===== config.mk =====
export PLATFORM = sky130hd
export DESIGN_NAME = filter_output_decimator
export DESIGN_NICKNAME = d
export VERILOG_FILES = /design/src/rtl/filter_output_decimator.sv
export SDC_FILE = /design/constraint.sdc
export NUM_CORES = 1
export LEC_CHECK = 0
export ABC_AREA = 1
export CORE_AREA = 2 2 135 137
export CTS_CLUSTER_SIZE = 30
export DETAILED_ROUTE_END_ITERATION = 8
export DIE_AREA = 0 0 137 139
export GPL_ROUTABILITY_DRIVEN = 0
export PLACE_DENSITY_LB_ADDON = 0.1
export RECOVER_POWER = 50
export SYNTH_ARGS = -nofsm -noshare
export SYNTH_HDL_FRONTEND = slang
export SYNTH_SLANG_ARGS = --single-unit

===== constraint.sdc =====
create_clock -name Clk_i -period 2.5 [get_ports Clk_i]
set_input_delay 0.5 -clock Clk_i [delete_from_list [all_inputs] [get_ports Clk_i]]
set_output_delay 0.5 -clock Clk_i [all_outputs]
set_load 0.02 [all_outputs]

===== src/rtl/filter_output_decimator.sv =====
// Keeps every DECIM-th filter sample in a DEPTH-word FWFT buffer; one-cycle keep-to-output latency.
// Never back-pressures the filter: kept samples arriving with the buffer full are dropped and flagged in Overflow_o.
module filter_output_decimator #(
  parameter int DATA_W = 18,
  parameter int DECIM  = 4,
  parameter int DEPTH  = 8,
  parameter int LVL_W  = 4
) (
  input  logic              Clk_i,
  input  logic              RstN_i,
  input  logic [DATA_W-1:0] Data_i,
  input  logic              DataNd_i,
  input  logic              Ready_i,
  input  logic              ClearOvf_i,
  output logic [DATA_W-1:0] Data_o,
  output logic              DataValid_o,
  output logic              Overflow_o,
  output logic [LVL_W-1:0]  Level_o
);

  localparam int PTR_W = $clog2(DEPTH);
  localparam int PH_W  = (DECIM > 1) ? $clog2(DECIM) : 1;

  logic [DATA_W-1:0] mem [DEPTH];
  logic [PTR_W-1:0]  rd_ptr, wr_ptr, rd_nxt;
  logic [PH_W-1:0]   phase;
  logic [LVL_W-1:0]  level, level_nxt;
  logic [DATA_W-1:0] data_q, head_nxt;
  logic              valid_q, ovf_q;
  logic              keep, xfer, full, wr_en, drop;

  assign keep  = DataNd_i && (phase == '0);
  assign xfer  = valid_q && Ready_i;
  assign full  = (level == LVL_W'(DEPTH));
  // A read on the same edge frees the slot a full-buffer write needs.
  assign wr_en = keep && (!full || xfer);
  assign drop  = keep && !wr_en;

  always_comb begin
    rd_nxt    = xfer ? rd_ptr + PTR_W'(1) : rd_ptr;
    level_nxt = level;
    case ({wr_en, xfer})
      2'b10:   level_nxt = level + LVL_W'(1);
      2'b01:   level_nxt = level - LVL_W'(1);
      default: level_nxt = level;
    endcase
    // The incoming word becomes the head only when it lands in the slot being presented next.
    if (wr_en && (wr_ptr == rd_nxt))
      head_nxt = Data_i;
    else
      head_nxt = mem[rd_nxt];
  end

  always_ff @(posedge Clk_i) begin
    if (wr_en)
      mem[wr_ptr] <= Data_i;
  end

  always_ff @(posedge Clk_i or negedge RstN_i) begin
    if (!RstN_i) begin
      phase   <= '0;
      rd_ptr  <= '0;
      wr_ptr  <= '0;
      level   <= '0;
      data_q  <= '0;
      valid_q <= 1'b0;
      ovf_q   <= 1'b0;
    end else begin
      if (DataNd_i)
        phase <= (phase == PH_W'(DECIM - 1)) ? '0 : phase + PH_W'(1);
      if (wr_en)
        wr_ptr <= wr_ptr + PTR_W'(1);
      rd_ptr  <= rd_nxt;
      level   <= level_nxt;
      valid_q <= (level_nxt != '0);
      if (level_nxt != '0)
        data_q <= head_nxt;
      if (drop)
        ovf_q <= 1'b1;
      else if (ClearOvf_i)
        ovf_q <= 1'b0;
    end
  end

  assign Data_o      = data_q;
  assign DataValid_o = valid_q;
  assign Overflow_o  = ovf_q;
  assign Level_o     = level;

endmodule


==> results of run 1 <==
-- path summary, 6_finish.rpt --
kind                           start    endpoint  slack (ns)
setup / recovery             Ready_i  Data_o[14]        0.17
hold / removal             Data_o[5]   Data_o[5]        0.52
setup reg to reg            phase[0]  Data_o[14]        0.22
hold reg to reg            Data_o[5]   Data_o[5]        0.52
max in group asynchronous     RstN_i   Data_o[3]        1.24
min in group asynchronous     RstN_i    phase[1]        0.72
-- area by class of cell --
cell class,count,share of cell area
well taps,229,0.0307
multi-input cells,472,0.245
clock buffers,18,0.0471
flip-flops and latches,176,0.550
repair buffers,87,0.101
clock inverters,14,0.0142
inverters,29,0.0122
-- registers in the layout, summed over array words and instances (netlist names) --
register     cells
phase            2
Level_o          4
wr_ptr           3
Overflow_o       1
DataValid_o      1
mem            144
Data_o          18
rd_ptr           3
-- synth_stat cells, drive strengths merged --
cell    count
nand3b      2
clkbuf      1
ha          6
nor2       18
nand2     227
fa          1
o21ai       8
clkinv      1
a21oi       1
inv        28
xor2        2
edfxtp    144
buf        36
nand3     207
dfrtp      32
-- worst max-delay path, stage by stage --
cell	delay (ns)
dlygate4sd3_1	0.60
nand2_4	0.10
clkinv_4	0.05
nand2_4	0.06
inv_1	0.06
ha_1	0.31
nand2_1	0.05
nor2_1	0.17
nor2_1	0.07
nand3_1	0.09
nand2_2	0.07
a21oi_4	0.18
nand2_4	0.17
nand2_1	0.11
nand2_1	0.05
-- kinds of logic after synthesis --
family          count (synthesis)  share of synthesized area
simple gates                  454                      0.272
flops                         176                      0.663
buf+inv                        66                     0.0416
compound gates                  9                    0.00826
fa+ha+maj                       7                     0.0123
xor+xnor                        2                    0.00227
-- power by group through the flow --
stage          registers, mW  clock network [mW]  logic, mW
4_1_cts                 3.93                2.61       6.07
6_report                3.93                2.57       6.01
2_1_floorplan           4.14                   0       3.66
3_5_place_dp            3.99                   0       6.03
5_1_grt                 3.97                2.75       6.67
3_3_place_gp            3.98                   0       5.93
-- per-stage QoR --
step / worst slack [ns] / instances / setup TNS [ns] / utilization / power, mW
finish: 0.170 / 1025 / 0 / 0.528 / 12.5
global route: 0.0149 / 1025 / 0 / 0.528 / 13.4
floorplan: 0.296 / 714 / 0 / - / 7.79
global placement: -0.0445 / 993 / -0.449 / 0.497 / 9.91
detailed placement: -0.146 / 993 / -2.45 / 0.497 / 10.0
CTS: 0.208 / 1025 / 0 / 0.529 / 12.6
-- routing by layer --
layer | up-vias | GRT usage | routed length [µm]
met5 | - | 0 | 0
met4 | 0 | 0.0733 | 417
met3 | 23 | 0.0428 | 1060
met2 | 165 | 0.345 | 9660
met1 | 2697 | 0.317 | 8820
li1 | 2606 | - | -
==> results.yml, run 1 <==
die:
  die_area_um2: 19000
  io_pins: 47
  core-area_um2: 17700
  start_util: 0.438
  die_y_um: 139
  num_rows: 49
  die_x_um: 137
run_status:
  status: "finished, final reports clean"
clocking:
  cts_resized: 0
  h-tree-depth: 4
  clkLatencyLatePin_ns: 0.42
  cts_tree: "done"
  cts_buffers: 17
  clockRootBuffer: "clkbuf_16"
  ctsHoldBuffers: 0
  cts_setup_buffers: 0
  clkTransAtPathRegs_ns: 0.07
  clock_path_buffers: 2
  cts.sinks: 176
cells_and_area:
  fill_cells: 1539
  final_cell_mix: "211 x nand2_1, 204 x nand3_1, 144 x edfxtp_1"
  antenna_cells: 0
  mostFrequentLayoutCell: "nand2_1"
  stdcell_area_um2: 9330
  drive_above_1_share: 0.138
  multi_input_area_um2: 2290
  register_area_um2: 5120
  fin_nets: 813
  area_delta_synth_final_pct: 20.7
hold_path:
  hold_path_class: "reg2reg"
  hold_depth: 2
route:
  routedWlPerCell_um: 19.5
  wl_mm: 19.9
  drtAntennaViolNets: 0
  drc_errors: 0
  first_iter_violations: 456
  vias: 5491
  dr.pass1.iters: 5
  vias_per_cell: 5.36
sta:
  fin_crit_ns: 2.33
  fmax_mhz: 429
  whs_ns: 0.521
  clock_skew_ns: 0.00581
  finalHoldViolCount: 0
  setup_viol: 0
  slew_headroom: 0.431
  tightest_slew_ns: 0.854
  rsz0062_at_grt: "no"
  finalMaxSlewViolations: 0
  fin_crit_sh: 0.932
yosys:
  synth_fp_nets: 744
  synth.distinct_cells: 28
  yosys_warnings: 0
  yosysSeqAreaShare: 0.663
  synth.avg_cell_area_um2: 10.8
  yosys_register_bits: 176
  synth_top_area_cell: "edfxtp_1"
  synth_top_area_share: 0.560
  synth.area.top_cells: "edfxtp_1 56%, nand3_1 13%, dfrtp_1 10%"
  netlist_area_um2: 7730
  synthCells: 714
power:
  p_per_area_nw_per_um2: 1340
  internal_power_mw: 7.22
  ir_drop_v: 0.000827
  p_comb_frac: 0.481
  cellLeakagePower_nw: 3.75
  p_seq_frac: 0.314
  clkPwrFrac: 0.205
  p_sw_frac: 0.423
  p_switching_mw: 5.29
worst_setup_path:
  critPathRequiredTime_ns: 2.82
  path_max_fanout: 19
  startpoint_type: "input pin"
  r2r_cells: 15
  path_class: "in2reg"
  critPathCaptureType: "register"
  critPathArrivalTime_ns: 2.65
place:
  place_area_um2: 8770
  portBuffers: 46
  dp_hpwl_mm: 11.6
grt:
  antenna_found_initial: 0
  grt_pass1_wl_mm: 31.4
  first_global_vias: 5320
  gr-total-overflow: 0
  grt_use_total: 0.223
  grt_max_degree: 46
job:
  cap_violations: 0
(Power assumes the default switching activity.)
==> inputs of run 2 (changes only) <==
Settings changed: SETUP_SLACK_MARGIN set to 0.02.
==> results of run 2 <==
The final DEF is identical to that of run 1; final timing and power are the same.
==> patch: new RTL, config.mk and constraints of run 2 <==
The parameter `DECIM` goes from 4 to 16.
--- a/src/rtl/filter_output_decimator.sv
+++ b/src/rtl/filter_output_decimator.sv
@@ -4,3 +4,3 @@
   parameter int DATA_W = 18,
-  parameter int DECIM  = 4,
+  parameter int DECIM  = 16,
   parameter int DEPTH  = 8,
Behaviour: not the same (Yosys sat finds a counterexample within 10 cycles, from zero or initial values and one cycle with RstN_i low).
==> patch against run 2 <==
  * Total power grew 1.3%
  * Cell area grew 3.3%
  * Fmax grew 0.20%
  * First-iteration DRC count grew 6.8%
  * Synthesized cell count grew 0.42%
  * Synthesized area grew 0.76%
  * Sequential cell count grew 2
  * Worst setup slack gained 0.0047 ns
  * Routed wire length shrank 2.0%
  * Sequential power shrank 3%
  * Non-clock buffer count grew 10
  * Via count grew 3.3%
  * Count of clock-buffer cells in the layout grew 7
  * Critical endpoint is now Data_o[4]
==> patch: results <==
export IMPL_switchingPower_uw=5260
export IMPL_ys_seq_area_share_pct=66.5
export IMPL_dp_final_hpwl_um=11700
export IMPL_synth_compound_area_share_pct=0.836
export IMPL_layout_nets=825
export IMPL_synth_nets=747
export IMPL_grtUsageTotal_pct=21.5
export IMPL_grt_antenna_before_repair=0
export IMPL_synthTopCellsByArea="edfxtp_1, nand3_1, dfrtp_1, nand2_1, nand4_1"
export IMPL_hold_path_class="reg -> reg"
export IMPL_first_global_vias=5467
export IMPL_synthTopCellsByCount="nand3_1, nand2_1, edfxtp_1"
export IMPL_htreeDepth=4
export IMPL_routedWlPerCell_um=18.9
export IMPL_grt_max_degree=73
export IMPL_status="finished clean"
export IMPL_dp_slack_ns=-0.350
export IMPL_synth_fa_ha_area_share_pct=1.22
export IMPL_worstPathMaxFanout=9
export IMPL_max_slew_worst_pin_slew_ns=0.864
export IMPL_drt_iter0_markers=487
export IMPL_async_flop_share_pct=19.1
export IMPL_dp_cells=999
export IMPL_cellLeakagePower_uw=0.00377
export IMPL_cp_arrival_ns=2.63
export IMPL_postSynthCellCount=717
export IMPL_post_synth_num_cell_types=27
export IMPL_finClkSkew_ns=0.0173
export IMPL_via_count=5670
export IMPL_via_per_inst=5.47
export IMPL_grt_pass1_wl_um=30500
export IMPL_synthXorXnorAreaFrac_pct=0.225
export IMPL_drive_above_1_share_pct=14.5
[patch: changes by cell type after synthesis, sizes merged, moves of 2 or more]
cell	run 2	this run
nand4	0	19
nand2	227	209
clkbuf	1	16
buf	36	25
nand3	207	214
nor2	18	13
inv	28	25
dfrtp	32	34
nand3b	2	0
o21ai	8	6
[patch: path summary, 6_finish.rpt]
check,start,end,slack (ns),cells after the start
setup / recovery,phase[0],Data_o[4],0.17,18
min in group asynchronous,RstN_i,Level_o[1],0.72,2
max in group asynchronous,RstN_i,wr_ptr[1],1.23,2
hold / removal,Data_o[7],Data_o[7],0.53,2
setup reg to reg,phase[0],Data_o[4],0.17,18
hold reg to reg,Data_o[7],Data_o[7],0.53,2
[patch: layer usage]
| layer | GRT usage, % | wire [µm] | part of all wire, % |
|---|---|---|---|
| met1 | 29.7 | 8570 | 44 |
| met2 | 34.4 | 9490 | 49 |
| met3 | 3.36 | 1110 | 5.7 |
| met4 | 7.43 | 387 | 2.0 |
| met5 | 0 | 0 | 0 |
[patch: final cells by class]
| type | count | area [µm²] |
|---|---|---|
| clock buffer | 25 | 497 |
| sequential | 178 | 5170 |
| clock inverter | 7 | 75.1 |
| inverter | 25 | 93.8 |
| tap | 229 | 287 |
| timing repair buffer | 97 | 1060 |
| multi-input combinational | 476 | 2440 |
| fill | 1490 | 8030 |
[patch: repair_timing]
action                     CTS  global route
setup buffers                0             2
setup endpoints to repair   18            20
gates cloned                 1             3
gates resized for setup      2            24
pin swaps                    1             7
[patch: critical path, stage by stage (launching register included)]
cell	delay [ns]
dfrtp_1	0.41
inv_2	0.10
ha_4	0.14
nand2_2	0.06
nor2_4	0.11
inv_2	0.06
nand2_4	0.06
inv_1	0.08
ha_4	0.29
nand3_1	0.08
nand2_2	0.10
nand3_2	0.07
nand2_2	0.10
nand2_2	0.05
nand2_2	0.10
nand2_8	0.10
clkbuf_16	0.18
nand4_1	0.07
nand2_1	0.07
[patch: power groups by stage]
stage / clock network, µW / logic [µW] / registers [µW]
2_1_floorplan: 0 / 3480 / 4040
3_3_place_gp: 0 / 5830 / 3850
3_5_place_dp: 0 / 5910 / 3860
4_1_cts: 2630 / 5990 / 3800
5_1_grt: 2750 / 6950 / 3840
6_report: 2580 / 6280 / 3810
[patch: per-stage QoR]
step	TNS, ns	cell area, µm²	hold WS [ns]
after global placement	-5.42	8890	0.499
after CTS	0	9490	0.494
final	0	9630	0.526
after global routing	0	9630	0.551
after floorplan	0	7780	0.204
after detailed placement	-11.59	8890	0.516
